===== src/rtl/lcd_arb_pkg.sv =====
// ----------------------------------------------------------------------------
// lcd_arb_pkg
// Shared definitions for the LCD image-ROM arbiter:
//   - default geometry of the image ROM (address/data width, word count,
//     burst length width)
//   - arbiter FSM state encoding
//   - response source tags used to route ROM data back to its consumer
// No ports (package).
// ----------------------------------------------------------------------------
package lcd_arb_pkg;

  localparam int ARB_ADDR_W = 17;
  localparam int ARB_DATA_W = 16;
  localparam int ARB_DEPTH  = 76800;
  localparam int ARB_LEN_W  = 17;

  typedef enum logic [1:0] {
    IDLE  = 2'd0,
    BURST = 2'd1,
    DRAIN = 2'd2,
    DONE  = 2'd3
  } arb_state_t;

  localparam logic SRC_DISP = 1'b0;
  localparam logic SRC_AUX  = 1'b1;

endpackage


===== src/rtl/aux_burst_ctr.sv =====
// ----------------------------------------------------------------------------
// aux_burst_ctr
// Address pointer and remaining-word counter for the auxiliary burst reader.
// The pointer wraps from DEPTH-1 back to 0 so bursts can run past the end of
// the frame buffer.
// Ports:
//   clk, rst : clock, synchronous active-high reset
//   load     : capture base/len (start of a burst)
//   base     : burst start address
//   len      : burst word count
//   adv      : one read was issued this cycle; advance pointer, decrement count
//   ptr      : current read address
//   rem      : words still to be issued
//   last     : the next issue is the final one of the burst
// ----------------------------------------------------------------------------
module aux_burst_ctr
  import lcd_arb_pkg::*;
#(
  parameter int ADDR_W = ARB_ADDR_W,
  parameter int LEN_W  = ARB_LEN_W,
  parameter int DEPTH  = ARB_DEPTH
) (
  input  logic              clk,
  input  logic              rst,
  input  logic              load,
  input  logic [ADDR_W-1:0] base,
  input  logic [LEN_W-1:0]  len,
  input  logic              adv,
  output logic [ADDR_W-1:0] ptr,
  output logic [LEN_W-1:0]  rem,
  output logic              last
);

  localparam logic [ADDR_W-1:0] LAST_ADDR = ADDR_W'(DEPTH - 1);

  always_ff @(posedge clk) begin
    if (rst) begin
      ptr <= '0;
      rem <= '0;
    end else if (load) begin
      ptr <= base;
      rem <= len;
    end else if (adv) begin
      ptr <= (ptr == LAST_ADDR) ? '0 : ptr + 1'b1;
      rem <= rem - 1'b1;
    end
  end

  assign last = (rem == LEN_W'(1));

endmodule


===== src/rtl/lcd_rom_arbiter.sv =====
// ----------------------------------------------------------------------------
// lcd_rom_arbiter
// Time-shares the single-port image ROM (1-cycle registered read) between the
// real-time LCD pixel fetch (always wins) and an auxiliary burst reader that
// only reads in cycles the display leaves free. Drives the ROM address and
// routes the returned word to the requester that issued the read; data and
// valid appear two cycles after the request.
// Optional feature macro: ARB_STATS_EN (adds stat_stall / stat_words).
// Ports:
//   CLK, RST              : pixel clock, synchronous active-high reset
//   disp_en, disp_addr    : display read request
//   disp_data, disp_valid : display read response
//   aux_start, aux_base, aux_len : burst request (accepted only when idle)
//   aux_busy              : burst in progress (issuing or draining)
//   aux_data, aux_valid   : auxiliary read response
//   aux_done              : one-cycle completion pulse
//   rom_addr, rom_q       : ROM address out / registered ROM data in
//   stat_stall, stat_words: (ARB_STATS_EN only) stall and word counters
// ----------------------------------------------------------------------------
module lcd_rom_arbiter
  import lcd_arb_pkg::*;
#(
  parameter int ADDR_W = ARB_ADDR_W,
  parameter int DATA_W = ARB_DATA_W,
  parameter int DEPTH  = ARB_DEPTH,
  parameter int LEN_W  = ARB_LEN_W
) (
  input  logic              CLK,
  input  logic              RST,
  input  logic              disp_en,
  input  logic [ADDR_W-1:0] disp_addr,
  output logic [DATA_W-1:0] disp_data,
  output logic              disp_valid,
  input  logic              aux_start,
  input  logic [ADDR_W-1:0] aux_base,
  input  logic [LEN_W-1:0]  aux_len,
  output logic              aux_busy,
  output logic [DATA_W-1:0] aux_data,
  output logic              aux_valid,
  output logic              aux_done,
  output logic [ADDR_W-1:0] rom_addr,
  input  logic [DATA_W-1:0] rom_q
`ifdef ARB_STATS_EN
  ,
  output logic [15:0]       stat_stall,
  output logic [15:0]       stat_words
`endif
);

  arb_state_t        state, state_nxt;
  logic              issue;
  logic              accept;
  logic              load;
  logic [ADDR_W-1:0] ptr;
  logic [LEN_W-1:0]  rem;
  logic              last;
  logic              vld_p0;
  logic              tag_p0;

  assign accept = (state == IDLE) && aux_start;
  assign load   = accept && (aux_len != '0);

  aux_burst_ctr #(
    .ADDR_W(ADDR_W),
    .LEN_W (LEN_W),
    .DEPTH (DEPTH)
  ) u_ctr (
    .clk (CLK),
    .rst (RST),
    .load(load),
    .base(aux_base),
    .len (aux_len),
    .adv (issue),
    .ptr (ptr),
    .rem (rem),
    .last(last)
  );

  always_ff @(posedge CLK) begin
    if (RST) state <= IDLE;
    else     state <= state_nxt;
  end

  always_comb begin
    state_nxt = state;
    case (state)
      IDLE: begin
        if (accept) state_nxt = (aux_len != '0) ? BURST : DONE;
      end
      BURST: begin
        if (issue && last) state_nxt = DRAIN;
      end
      DRAIN:   state_nxt = DONE;
      DONE:    state_nxt = IDLE;
      default: state_nxt = IDLE;
    endcase
  end

  // The display owns the ROM whenever it asks; aux issues only fill gaps.
  always_comb begin
    issue    = (state == BURST) && !disp_en;
    aux_busy = (state == BURST) || (state == DRAIN);
    aux_done = (state == DONE);
    rom_addr = issue ? ptr : disp_addr;
  end

  // Stage p0: remember who owns the read now in flight inside the ROM.
  always_ff @(posedge CLK) begin
    if (RST) begin
      vld_p0 <= 1'b0;
      tag_p0 <= SRC_DISP;
    end else begin
      vld_p0 <= disp_en || issue;
      tag_p0 <= disp_en ? SRC_DISP : SRC_AUX;
    end
  end

  // Stage p1: capture rom_q into the owner's output register.
  always_ff @(posedge CLK) begin
    if (RST) begin
      disp_valid <= 1'b0;
      aux_valid  <= 1'b0;
      disp_data  <= '0;
      aux_data   <= '0;
    end else begin
      disp_valid <= vld_p0 && (tag_p0 == SRC_DISP);
      aux_valid  <= vld_p0 && (tag_p0 == SRC_AUX);
      if (vld_p0 && (tag_p0 == SRC_DISP)) disp_data <= rom_q;
      if (vld_p0 && (tag_p0 == SRC_AUX))  aux_data  <= rom_q;
    end
  end

`ifdef ARB_STATS_EN
  function automatic logic [15:0] sat_inc(input logic [15:0] v);
    return (v == 16'hFFFF) ? v : v + 16'd1;
  endfunction

  // Words are counted as they are delivered, so the final count is visible
  // in the same cycle as aux_done.
  always_ff @(posedge CLK) begin
    if (RST || accept) begin
      stat_stall <= '0;
      stat_words <= '0;
    end else begin
      if ((state == BURST) && disp_en) stat_stall <= sat_inc(stat_stall);
      if (vld_p0 && (tag_p0 == SRC_AUX)) stat_words <= stat_words + 16'd1;
    end
  end
`endif

endmodule


===== config.mk =====
export PLATFORM = sky130hd
export DESIGN_NAME = lcd_rom_arbiter
export DESIGN_NICKNAME = d
export VERILOG_FILES = /design/src/rtl/lcd_arb_pkg.sv /design/src/rtl/aux_burst_ctr.sv /design/src/rtl/lcd_rom_arbiter.sv
export SDC_FILE = /design/constraint.sdc
export NUM_CORES = 1
export LEC_CHECK = 0
export CAP_MARGIN = 20
export CELL_PAD_IN_SITES_DETAIL_PLACEMENT = 1
export CELL_PAD_IN_SITES_GLOBAL_PLACEMENT = 1
export CORE_AREA = 2 2 104 116
export DETAILED_ROUTE_END_ITERATION = 8
export DIE_AREA = 0 0 106 118
export PLACE_DENSITY_LB_ADDON = 0.1
export SYNTH_ARGS = -nofsm -noshare
export SYNTH_HDL_FRONTEND = slang
export SYNTH_SLANG_ARGS = --single-unit
export TNS_END_PERCENT = 20

===== constraint.sdc =====
create_clock -name CLK -period 2.85 [get_ports CLK]
set_input_delay 0.4275 -clock CLK [delete_from_list [all_inputs] [get_ports CLK]]
set_output_delay 0.4275 -clock CLK [all_outputs]
set_load 0.02 [all_outputs]

==> impl_metrics.toml <==
[grt]
overflow = 0
grt_pass1_vias = 3741
grt_max_degree = 68
grt_pass1_wl_um = 17900
grt.total_usage = 0.174
antenna_found_initial = 0

[die]
num_rows = 41
die_h_um = 118
initial_core_util = 0.312
core_area_um2 = 11300
num_io_pins = 124
die-area_um2 = 12500
die-width_um = 106

[sta]
fin_ws_ps = 205
worst_pin_slew_ps = 731
fin_skew_ps = 4.20
max_freq_ghz = 0.378
fin_setup_tns_ps = 0
drv_slew = 0
slew_headroom = 0.513
period_share = 0.928
fin_crit_ps = 2640
hold_viol = 0
setup_viol = 0
rsz0062_at_grt = "false"

[placement]
gp_congestion = 0.751
io_buffer_count = 123
dp_hpwl_um = 7780
post-place-ws_ps = 229

[power]
power_density_nw_per_um2 = 732
power_uw = 3840
vdd.ir_drop.worst_v = 0.000293
p_leak_uw = 0.00190

[yosys]
synth_edf_count = 0
synth_area_um2 = 3540
yosys-top-cells-area = "dfxtp_1, nand2_1, a211oi_1"
yosysMostFrequentCell = "nand2_1"
synth_common_cells = "nand2_1, dfxtp_1, nor2_1, a21oi_1, a211oi_1"
yosys_warnings = 0
ys.flop_type = "dfxtp_1"
netlist_instances = 464
synth_top_area_share = 0.407
ys_types = 47
yosysSeqAreaShare = 0.407
syn_area_per_cell_um2 = 7.63
syn_nets = 543
synth_area_leader_cell = "dfxtp_1"
synth-seq-cells = 72
async_flop_share = 0

[cts]
cts.sinks = 72
post_cts_buffers = 0
cts_hold_buf = 0
cts_max_path_buffers = 2
tritoncts = "built"
post_cts_resized = 0
cts_htree_levels = 3
insertion_delay_ps = 330
cts_buffers = 9
root_buffer = "clkbuf_16"
clkTransAtPathRegs_ps = 60

[worst_setup_path]
criticalPathCategory = "reg2out"
cp.arrival_ps = 2220
required_ps = 2420
critPathLaunchType = "register"
cp_max_fo = 26
end_kind = "output pin"

[status]
outcome = "finished, final reports clean"

[min_path]
hold_path_class = "reg2reg"

[detailed_routing]
first_pass_iters = 4
vias_per_cell = 5.02
ant_nets = 0
drc = 0
wl_per_cell_um = 14.5
wl_um = 10600
drtIter0Drc = 129
vias = 3676

[job]
cap_viol_max_count = 0

[cells_and_area]
nets = 656
syn_to_final_growth_pct = 48.1
antenna-diode-count = 0
drive_gt1_frac = 0.0687
post-route-util = 0.463
layer usage:
metal  vias to the layer above  routed length [um]  track usage
li1                       1828                   -            -
met1                      1747                4980        0.226
met2                        96                5060        0.294
met3                         5                 451       0.0316
met4                         0                 112       0.0518
met5                         -                   0            0
worst max-delay path, cell delays in order (launching register included):
cell,delay (ps)
dfxtp_1,330
inv_1,130
ha_1,260
nor2b_2,220
buf_12,190
nand2_1,90
nand2_1,80
clkdlybuf4s50_1,590
final timing paths:
path	startpoint	to	cells after the start	slack (ps)
min	aux_data[6]$_SDFFE_PP0P_	aux_data[6]$_SDFFE_PP0P_	2	450
max	state[1]$_SDFFE_PP0P_	rom_addr[0]	7	210
min reg2reg	aux_data[6]$_SDFFE_PP0P_	aux_data[6]$_SDFFE_PP0P_	2	450
max reg2reg	state[1]$_SDFFE_PP0P_	u_ctr.rem[11]$_SDFFE_PP0P_	8	560
power breakdown:
group          switching (uW)  internal [uW]
Clock                     431            606
Combinational             723            672
Sequential                209           1200
Total                    1360           2480
registers in the layout, indices dropped and copies added, names as in the netlist:
register / cells
aux_data: 16
aux_valid: 1
disp_data: 16
disp_valid: 1
state: 2
tag_p0: 1
u_ctr.ptr: 17
u_ctr.rem: 17
vld_p0: 1
kinds of logic (layout without fill, tap and decap cells):
family,after synthesis,after routing,share of synthesized area
compound gates,86,86,0.162
simple gates,237,237,0.304
xor+xnor,20,20,0.0495
fa+ha+maj,8,8,0.0283
flops,72,72,0.407
mux,3,3,0.00848
buf+inv,38,156,0.0403
cells in the final DEF, fill, tap and decap left out, types with 4 or more instances in the layout:
master / instances
nand4_1: 4
ha_1: 8
clkinv_2: 4
clkdlybuf4s50_1: 122
nor2_1: 48
dfxtp_1: 72
a311oi_1: 5
inv_1: 7
a21oi_1: 36
buf_4: 7
xnor2_1: 16
or4_4: 4
clkbuf_16: 9
nand2_1: 129
a211oi_1: 29
nand3_1: 10
nor4_1: 7
xor2_1: 4
nor3_1: 8
through the flow:
stage	instance area (um^2)	hold slack, ps	std cells
after floorplan	3540	472	464
after global placement	4970	441	716
after detailed placement	4970	448	716
after CTS	5240	456	732
after global routing	5240	479	732
final	5240	453	732
area by class of cell:
cell class,instances,area [um^2]
Clock buffer,10,239
Multi-Input combinational cell,354,1980
Fill cell,1366,6090
Tap cell,150,188
Sequential cell,72,1440
Clock inverter,6,35.0
Timing Repair Buffer,133,1340
Inverter,7,26.3
(Power assumes the default switching activity.)
